==> config.mk <==
export PLATFORM = sky130hd
export DESIGN_NAME = sprite_snapshot_ctrl
export DESIGN_NICKNAME = d
export VERILOG_FILES = /design/src/rtl/sprite_snapshot_ctrl_pkg.sv /design/src/rtl/sprite_snapshot_ctrl_snapshot_bank.sv /design/src/rtl/sprite_snapshot_ctrl.sv
export SDC_FILE = /design/constraint.sdc
export NUM_CORES = 1
export LEC_CHECK = 0
export CAP_MARGIN = 20
export CORE_ASPECT_RATIO = 1.4
export CORE_MARGIN = 3
export CORE_UTILIZATION = 40
export DETAILED_ROUTE_END_ITERATION = 8
export GPL_ROUTABILITY_DRIVEN = 0
export PLACE_DENSITY_LB_ADDON = 0.3
export SLEW_MARGIN = 20
export SYNTH_ARGS = -nofsm -noshare
export SYNTH_HDL_FRONTEND = slang
export SYNTH_HIERARCHICAL = 1
export SYNTH_SLANG_ARGS = --single-unit
==> constraint.sdc <==
create_clock -name clk -period 3 [get_ports clk]
set_input_delay 0.75 -clock clk [delete_from_list [all_inputs] [get_ports clk]]
set_output_delay 0.75 -clock clk [all_outputs]
set_load 0.1 [all_outputs]
==> src/rtl/sprite_snapshot_ctrl_pkg.sv <==
// Shared types and constants for the sprite snapshot controller.
// States ARMED and CLEAR are only reached when SNAP_WAIT_DONE_EN is defined.
package sprite_snapshot_ctrl_pkg;

  typedef enum logic [2:0] {
    ST_IDLE,
    ST_ARMED,
    ST_COPY,
    ST_CLEAR,
    ST_SWAP
  } state_t;

  // Register the CPU writes to release an armed copy; cleared by the engine.
  localparam int unsigned DONE_IDX         = 17;
  localparam int unsigned NUM_REGS_DEFAULT = 17;

endpackage

==> src/rtl/sprite_snapshot_ctrl_snapshot_bank.sv <==
// Double-buffered sprite shadow: writes land in the back bank, reads come
// combinationally from the front bank, swap flips which bank is front.
module snapshot_bank
  import sprite_snapshot_ctrl_pkg::*;
#(
  parameter int unsigned NUM_REGS = NUM_REGS_DEFAULT,
  parameter int unsigned DATA_W   = 8
) (
  input  logic              clk,
  input  logic              reset,
  input  logic              we,
  input  logic [4:0]        waddr,
  input  logic [DATA_W-1:0] wdata,
  input  logic              swap,
  input  logic [4:0]        raddr,
  output logic [DATA_W-1:0] rdata
);

  logic              front_sel;
  logic [DATA_W-1:0] mem [2][NUM_REGS];

  always_ff @(posedge clk) begin
    if (reset) begin
      front_sel <= 1'b0;
      for (int unsigned b = 0; b < 2; b++) begin
        for (int unsigned i = 0; i < NUM_REGS; i++) begin
          mem[b][i] <= '0;
        end
      end
    end else begin
      if (we) begin
        mem[~front_sel][waddr] <= wdata;
      end
      if (swap) begin
        front_sel <= ~front_sel;
      end
    end
  end

  always_comb begin
    rdata = '0;
    if (32'(raddr) < NUM_REGS) begin
      rdata = mem[front_sel][raddr];
    end
  end

endmodule

==> src/rtl/sprite_snapshot_ctrl.sv <==
// Arbitrates the sprite register-file port between the CPU and a frame-start
// copy engine; optional SNAP_WAIT_DONE_EN gates the copy on a CPU write to reg 17.
module sprite_snapshot_ctrl
  import sprite_snapshot_ctrl_pkg::*;
#(
  parameter int unsigned NUM_REGS    = NUM_REGS_DEFAULT,
  parameter int unsigned ADDR_W      = 6,
  parameter int unsigned DATA_W      = 8,
  parameter int unsigned STALL_LIMIT = 8
) (
  input  logic              clk,
  input  logic              reset,
  input  logic              vsync,
  input  logic [ADDR_W-1:0] cpu_addr,
  input  logic [DATA_W-1:0] cpu_din,
  input  logic              cpu_we,
  input  logic              cpu_re,
  output logic [DATA_W-1:0] cpu_dout,
  output logic              cpu_stall,
  output logic [ADDR_W-1:0] rf_addr,
  output logic [DATA_W-1:0] rf_din,
  output logic              rf_we,
  input  logic [DATA_W-1:0] rf_dout,
  input  logic [4:0]        shadow_addr,
  output logic [DATA_W-1:0] shadow_data,
  output logic              snap_busy,
  output logic              snap_done,
  output logic              snap_overrun
);

  localparam int unsigned SC_W = $clog2(STALL_LIMIT + 1);

  state_t          state;
  logic [4:0]      idx;
  logic [SC_W-1:0] stall_cnt;
  logic            cpu_act;
  logic            grant;
  logic            last_copy;
  logic            bank_we;
  logic            bank_swap;

  assign cpu_act   = cpu_we | cpu_re;
  assign grant     = ((state == ST_COPY) || (state == ST_CLEAR)) &&
                     (!cpu_act || (stall_cnt == SC_W'(STALL_LIMIT)));
  assign last_copy = (idx == 5'(NUM_REGS - 1));
  assign bank_we   = grant && (state == ST_COPY);
  assign cpu_dout  = rf_dout;

  // The bank flips on the edge entering SWAP, so snap_done and new data coincide.
`ifdef SNAP_WAIT_DONE_EN
  logic start_req;
  assign start_req = cpu_we && (cpu_addr == ADDR_W'(DONE_IDX)) && (cpu_din != '0);
  assign bank_swap = grant && (state == ST_CLEAR);
`else
  assign bank_swap = bank_we && last_copy;
`endif

  always_comb begin
    rf_addr   = cpu_addr;
    rf_din    = cpu_din;
    rf_we     = cpu_we;
    cpu_stall = 1'b0;
    if (grant) begin
      cpu_stall = cpu_act;
      rf_din    = '0;
      rf_we     = (state == ST_CLEAR);
      rf_addr   = (state == ST_CLEAR) ? ADDR_W'(DONE_IDX) : ADDR_W'(idx);
    end
  end

  always_ff @(posedge clk) begin
    if (reset) begin
      state        <= ST_IDLE;
      idx          <= '0;
      stall_cnt    <= '0;
      snap_busy    <= 1'b0;
      snap_done    <= 1'b0;
      snap_overrun <= 1'b0;
    end else begin
      snap_done <= 1'b0;
      if (vsync && (snap_busy || (state == ST_SWAP))) begin
        snap_overrun <= 1'b1;
      end
      case (state)
        ST_IDLE: begin
          if (vsync) begin
            idx       <= '0;
            stall_cnt <= '0;
            snap_busy <= 1'b1;
`ifdef SNAP_WAIT_DONE_EN
            state     <= ST_ARMED;
`else
            state     <= ST_COPY;
`endif
          end
        end
`ifdef SNAP_WAIT_DONE_EN
        ST_ARMED: begin
          if (start_req) begin
            state <= ST_COPY;
          end
        end
        ST_CLEAR: begin
          if (grant) begin
            stall_cnt <= '0;
            snap_busy <= 1'b0;
            snap_done <= 1'b1;
            state     <= ST_SWAP;
          end else begin
            stall_cnt <= stall_cnt + SC_W'(1);
          end
        end
`endif
        ST_COPY: begin
          if (grant) begin
            stall_cnt <= '0;
            idx       <= idx + 5'd1;
            if (last_copy) begin
`ifdef SNAP_WAIT_DONE_EN
              state     <= ST_CLEAR;
`else
              snap_busy <= 1'b0;
              snap_done <= 1'b1;
              state     <= ST_SWAP;
`endif
            end
          end else begin
            stall_cnt <= stall_cnt + SC_W'(1);
          end
        end
        ST_SWAP: state <= ST_IDLE;
        default: state <= ST_IDLE;
      endcase
    end
  end

  snapshot_bank #(
    .NUM_REGS (NUM_REGS),
    .DATA_W   (DATA_W)
  ) u_bank (
    .clk   (clk),
    .reset (reset),
    .we    (bank_we),
    .waddr (idx),
    .wdata (rf_dout),
    .swap  (bank_swap),
    .raddr (shadow_addr),
    .rdata (shadow_data)
  );

endmodule

==> results.yml, run 1 <==
status:
  status: "finished with violations"
  violations: "negative setup slack"
drt:
  dr.pass1.iters: 5
  avgRoutedWirePerCell_um: 24.1
  routed_wirelength_um: 35700
  num_vias: 8257
  ant_nets: 0
  drt-vias-per-instance: 5.58
  drcViolationCount: 0
  drt-initial-drc-count: 690
worst_setup_path:
  r2r_setup_slack_ns: 0.57
  cp.arrival_ns: 2.70
  slowest_delay_ns: 0.52
  crit_slowest_cell: "mux4_2"
  cp_cell_sequence: "buf_12 -> mux4_2 -> mux4_2 -> nand2b_4 -> and3_4 -> buf_12"
  crit_buf_inv: 2
  critPathMaxFanout: 7
  crit_type: "register to output pin"
  critical_path.top_delay_family: "multiplexers"
  start_kind: "register"
  cp-end-kind: "output pin"
  required_ns: 2.25
global_route:
  grt_start_max_net_pins: 51
  grt_overflow: 0
  grtUsageTotal: 0.212
  grt_pass1_vias: 8661
  antenna_found_initial: 0
  grt_pass1_wl_um: 53600
synth:
  syn_inst: 867
  async_reset_ff_frac: 0
  synth.most_common_cell: "edfxtp_1"
  avgSynthCellArea_sq_um: 14.8
  ys.flop_type: "edfxtp_1"
  synthTopCellsByArea: "edfxtp_1 (64%), mux4_2 (9.5%), nor2_1 (4.4%)"
  yosys.cell_types.count: 61
  syn_nets: 903
  ys_ff_latch: 288
  synth_area_sq_um: 12900
  yosysWarnings: 6
  synth_edf_count: 272
  yosysTopAreaCellShare: 0.635
  yosys.area.top_type: "edfxtp_1"
  yosysSeqAreaShare: 0.660
  synth_common_cells: "edfxtp_1 (272), nor2_1 (151), mux4_2 (54)"
clock_network:
  clkTransAtPathRegs_ns: 0.06
  root_buffer: "clkbuf_16"
  cts_sinks: 288
  clock_path_buffers: 3
  hold_buffers: 0
  numCtsBuffers: 27
  clock_latency_ns: 0.55
  ctsHtreeMaxLevel: 1
  cts_tree: "built"
power:
  leakagePower_uw: 0.00600
  max-vdd-ir-drop_v: 0.000379
  powerDensity_nw_per_um2: 528
finish:
  post-route-util: 0.533
  final_area_sq_um: 16900
  fill_cells: 2574
  syn_to_final_growth_pct: 31.1
  fin_nets: 1101
  drive_gt1_frac: 0.368
  fin_cells: 1481
timing:
  final-setup-viol-count: 8
  fmaxAchievable_mhz: 290
  worst_slack_ns: -0.454
  rsz0062_at_grt: "true"
  hold_violations: 0
  slew_headroom: 0.645
  finalMaxSlewViolations: 0
  finalCritPeriodShare: 1.15
  finalClockSkew_ns: 0.0135
  layout_min_cycle_time_ns: 3.45
  tightest_slew_ns: 0.532
die:
  chipHeight_um: 218
  core-area_sq_um: 31600
  initial_core_util: 0.407
  die_area_sq_um: 34400
  die_w_um: 158
  row_count: 77
  num_io_pins: 67
job:
  maxCapViolCount: 0
hold_path:
  hp-class: "register to register"
place:
  io_buffers: 66
  place_ws_ns: -0.465
  placed_cell_area_sq_um: 15500
  post-dp-hpwl_um: 26500
  placed_cells: 1407
-- sequential cells by signal (all words and copies together), names as in the netlist, named ones only --
name	count
idx	5
stall_cnt	4
snap_busy	1
u_bank/mem	272
snap_overrun	1
u_bank/front_sel	1
snap_done	1
state	2
-- metal layers --
layer  up-vias  track usage  share of wire
li1       3708            -              -
met1      4149        0.245           0.36
met2       295        0.385           0.55
met3       105       0.0206          0.036
met4         0        0.111          0.055
met5         -            0              0
-- final timing paths --
kind | cells past startpoint | to | from
worst max register to register | 11 | u_bank/mem[0][28]$_SDFFCE_PN0P_ | stall_cnt[1]$_SDFFE_PP0P_
worst min-delay path | 2 | snap_overrun$_SDFFE_PP0P_ | snap_overrun$_SDFFE_PP0P_
worst max-delay path | 6 | shadow_data[1] | register
worst min register to register | 2 | snap_overrun$_SDFFE_PP0P_ | snap_overrun$_SDFFE_PP0P_
-- kinds of logic after synthesis --
| kind of cell | Yosys count | share of synthesized area |
|---|---|---|
| xor gates and xnor gates | 1 | 0.000681 |
| adders and majority gates | 4 | 0.00389 |
| AOI/OAI and AO/OA | 95 | 0.0536 |
| DFF | 288 | 0.660 |
| muxes | 93 | 0.136 |
| buffers and inverters | 68 | 0.0292 |
| and+or+nand+nor | 318 | 0.116 |
-- metrics by stage --
| stage | setup TNS, ns | total power (uW) | hold slack (ns) |
|---|---|---|---|
| after floorplan | -0.751 | 5190 | 0.462 |
| after global placement | -3.96 | 5660 | 0.439 |
| after detailed placement | -5.65 | 5680 | 0.452 |
| after CTS | -3.33 | 8940 | 0.463 |
| after global routing | -3.62 | 9170 | 0.505 |
| final | -3.15 | 8900 | 0.457 |
-- power by group --
| group | switching [uW] | internal, uW | leakage (uW) | total [uW] |
|---|---|---|---|---|
| clock network | 1420 | 1820 | 0.000397 | 3250 |
| logic | 619 | 454 | 0.00266 | 1070 |
| registers | 46.0 | 4530 | 0.00294 | 4580 |
-- timing repair --
item | CTS | global route
endpoints found under the hold margin | 0 | 0
pin swaps | 7 | 6
endpoints found under the setup margin | 13 | 21
gates cloned | 4 | 0
resized for setup | 56 | 28
setup buffers | 15 | 6
-- worst register-to-register path, cell delays in order (launching register included) --
cell,delay [ns]
dfxtp_2,0.33
inv_2,0.06
ha_4,0.13
and3b_2,0.23
o21ai_4,0.09
inv_1,0.10
nor3b_1,0.18
buf_4,0.16
nand2_1,0.06
or2_2,0.39
o21bai_2,0.23
buf_4,0.19
-- cell usage in the layout (no fill, tap or decap), types with 13 or more instances in the layout --
| cell type | synthesis | layout |
|---|---|---|
| and2_1 | 27 | 22 |
| buf_12 | 1 | 64 |
| buf_4 | 11 | 120 |
| clkbuf_16 | 0 | 27 |
| clkdlybuf4s50_1 | 0 | 26 |
| dfxtp_1 | 16 | 13 |
| edfxtp_1 | 272 | 272 |
| mux2_2 | 23 | 14 |
| mux4_2 | 54 | 61 |
| nand2_1 | 50 | 48 |
| nand3_1 | 31 | 31 |
| nor2_1 | 151 | 146 |
-- cell type report --
cell class / count / area [sq um] / share of cell area
Clock buffer: 34 / 702 / 0.0416
Inverter: 11 / 41.3 / 0.00245
Timing Repair Buffer: 226 / 2680 / 0.159
Sequential cell: 288 / 8490 / 0.504
Multi-Input combinational cell: 511 / 4320 / 0.256
Antenna cell: 1 / 2.50 / 0.000148
Clock inverter: 15 / 125 / 0.00742
Tap cell: 395 / 494 / 0.0293
Power figures use the tool's default switching activity.
==> run 2: changes to the inputs <==
--- a/config.mk
+++ b/config.mk
@@ -9,6 +9,7 @@
 export CORE_ASPECT_RATIO = 1.4
 export CORE_MARGIN = 3
 export CORE_UTILIZATION = 40
+export CTS_CLUSTER_SIZE = 25
 export DETAILED_ROUTE_END_ITERATION = 8
 export GPL_ROUTABILITY_DRIVEN = 0
 export PLACE_DENSITY_LB_ADDON = 0.3
==> results of run 2 <==
No change in the layout: final DEF, timing and power equal those of run 1.
==> run 3: changes to the inputs <==
--- a/config.mk
+++ b/config.mk
@@ -8,7 +8,7 @@
 export CAP_MARGIN = 20
 export CORE_ASPECT_RATIO = 1.4
 export CORE_MARGIN = 3
-export CORE_UTILIZATION = 40
+export CORE_UTILIZATION = 54
 export CTS_CLUSTER_SIZE = 25
 export DETAILED_ROUTE_END_ITERATION = 8
 export GPL_ROUTABILITY_DRIVEN = 0
==> constraint.sdc (replaced) <==
create_clock -name clk -period 3 [get_ports clk]
set_input_delay 0.6 -clock clk [delete_from_list [all_inputs] [get_ports clk]]
set_output_delay 0.6 -clock clk [all_outputs]
set_load 0.1 [all_outputs]
==> run 3 against run 2 <==
Effect of this change:
- cell area decreased by 3.5%
- clock-buffer cell count increased by 7
- worst setup slack improved by 0.090 ns
- the run still ends with negative setup slack left
- register-to-register slack got worse by 0.08 ns
- die area decreased by 25%
- largest power group unchanged
- sequential cell count unchanged
- critical endpoint is now shadow_data[2]
- hold slack got worse by 0.0057 ns
- fmax increased by 2.7%
- highest routed layer unchanged
==> results.yml, run 3 (synthesis results as in run 1) <==
clock_network:
  clock_latency_ns: 0.54
  ctsHtreeMaxLevel: 1
  clock_path_buffers: 3
  cts_tree: "built"
  cts_sinks: 288
  numCtsBuffers: 28
  hold_buffers: 0
  root_buffer: "clkbuf_16"
  clkTransAtPathRegs_ns: 0.06
finish:
  reg_top3: "u_bank/mem (272), idx (5), stall_cnt (4)"
  final_common_cell: "edfxtp_1"
  layout_common_cells: "edfxtp_1 (272), nor2_1 (150), buf_4 (106)"
  fill_cells: 1504
  drive_gt1_frac: 0.331
  fin_nets: 1069
  ff_latch_area_sq_um: 8490
  fin_cells: 1361
  regMostFlops: "u_bank/mem"
  multiInputGateArea_sq_um: 4230
  largest_reg_flops: 272
  n_antenna_cell: 0
  syn_to_final_growth_pct: 26.5
drt:
  drt-initial-drc-count: 990
  routed_wirelength_um: 35000
  num_vias: 8420
  drcViolationCount: 0
  ant_nets: 0
  drt-vias-per-instance: 6.19
  avgRoutedWirePerCell_um: 25.7
  dr.pass1.iters: 7
status:
  violations: "negative setup slack"
  status: "finished with violations"
place:
  post-dp-hpwl_um: 23900
  place_ws_ns: -0.0334
  placed_cells: 1294
  io_buffers: 66
power:
  powerDensity_nw_per_um2: 561
  max-vdd-ir-drop_v: 0.000569
  leakagePower_uw: 0.00573
timing:
  finalClockSkew_ns: 0.00544
  finalCritPeriodShare: 1.12
  final-setup-viol-count: 8
  worst_slack_ns: -0.364
  hold_violations: 0
  slew_headroom: 0.584
  tns_ns: -2.14
  tightest_slew_ns: 0.622
  layout_min_cycle_time_ns: 3.36
  fmaxAchievable_mhz: 297
  rsz0062_at_grt: "true"
  finalMaxSlewViolations: 0
die:
  row_count: 66
  die_area_sq_um: 25700
  core-area_sq_um: 23400
  initial_core_util: 0.550
  num_io_pins: 67
  die_w_um: 136
  chipHeight_um: 189
worst_setup_path:
  r2r_setup_slack_ns: 0.49
  r2r_start: "stall_cnt[0]$_SDFFE_PP0P_"
  cp-end-kind: "output pin"
  critPathMostFrequentCell: "buf_12"
  critical_path.top_delay_family: "multiplexers"
  crit_type: "register to output pin"
  r2r_cells: 11
  slowest_delay_ns: 0.59
  cp_cell_sequence: "buf_12 -> mux4_1 -> mux4_2 -> nand2b_4 -> and3_4 -> buf_12"
  critPathMaxFanout: 8
  crit_slowest_cell: "mux4_1"
  rr_endpoint: "u_bank/mem[0][62]$_SDFFCE_PN0P_"
  cp.arrival_ns: 2.76
  crit_buf_inv: 2
  required_ns: 2.40
  start_kind: "register"
global_route:
  grtUsageTotal: 0.277
  grt_start_max_net_pins: 43
  grt_pass1_vias: 8532
  antenna_found_initial: 0
  grt_pass1_wl_um: 52600
  grt_overflow: 0
hold_path:
  min-delay-start: "snap_overrun$_SDFFE_PP0P_"
  hp-class: "register to register"
  holdPathEnd: "snap_overrun$_SDFFE_PP0P_"
  whs_path_depth: 2
job:
  maxCapViolCount: 0
[run 3: changes by cell type in the layout (fill, tap and decap cells not counted), sizes merged, moves of 2 or more]
cell           before  now
clkinv             11    7
clkbuf             34   42
dlymetal6s2s        2    0
buf               198  164
clkdlybuf4s50      26   28
[run 3: worst max-delay path by stage]
stage / end / slack, ns / cells after the start
after floorplan: shadow_data[7] / -0.09 / 8
after global placement: shadow_data[6] / -0.003 / 8
after detailed placement: shadow_data[1] / -0.03 / 8
after CTS: shadow_data[6] / -0.38 / 6
after global routing: shadow_data[6] / -0.40 / 6
final: shadow_data[2] / -0.36 / 6
[run 3: worst min-delay path: stages (launching register included)]
cell and delay (ns):
dfxtp_1 0.31, inv_1 0.05, a21oi_1 0.05
[run 3: power breakdown]
| part | switching (uW) | total, uW | internal (uW) |
|---|---|---|---|
| clock | 1460 | 3570 | 2110 |
| sequential | 47.1 | 4580 | 4530 |
| combinational | 599 | 986 | 386 |
| total | 2100 | 9130 | 7030 |
[run 3: metrics by stage]
step	power, uW	hold slack (ns)	instance area (sq um)	util
floorplan	5190	0.462	12900	-
global placement	5580	0.441	14900	0.639
detailed placement	5600	0.440	14900	0.639
CTS	9160	0.455	16100	0.691
global route	9370	0.475	16300	0.696
finish	9130	0.451	16300	0.696
[run 3: metal layers]
layer  routed length [um]  vias up  track usage
met1                12100     4155        0.346
li1                     -     3644            -
met2                18300      513        0.480
met5                    0        -            0
met4                 1970        0        0.129
met3                 2720      108       0.0355
[run 3: area by class of cell]
cell class	count	share of cell area
Sequential cell	288	0.522
Clock inverter	11	0.00808
Timing Repair Buffer	193	0.134
Tap cell	306	0.0235
Inverter	11	0.00254
Multi-Input combinational cell	511	0.260
Clock buffer	41	0.0493
[run 3: what timing repair did]
action,CTS,global route
resized for setup,34,25
endpoints found under the setup margin,9,13
cloned,1,1
pin swaps,12,11
setup buffers,8,10
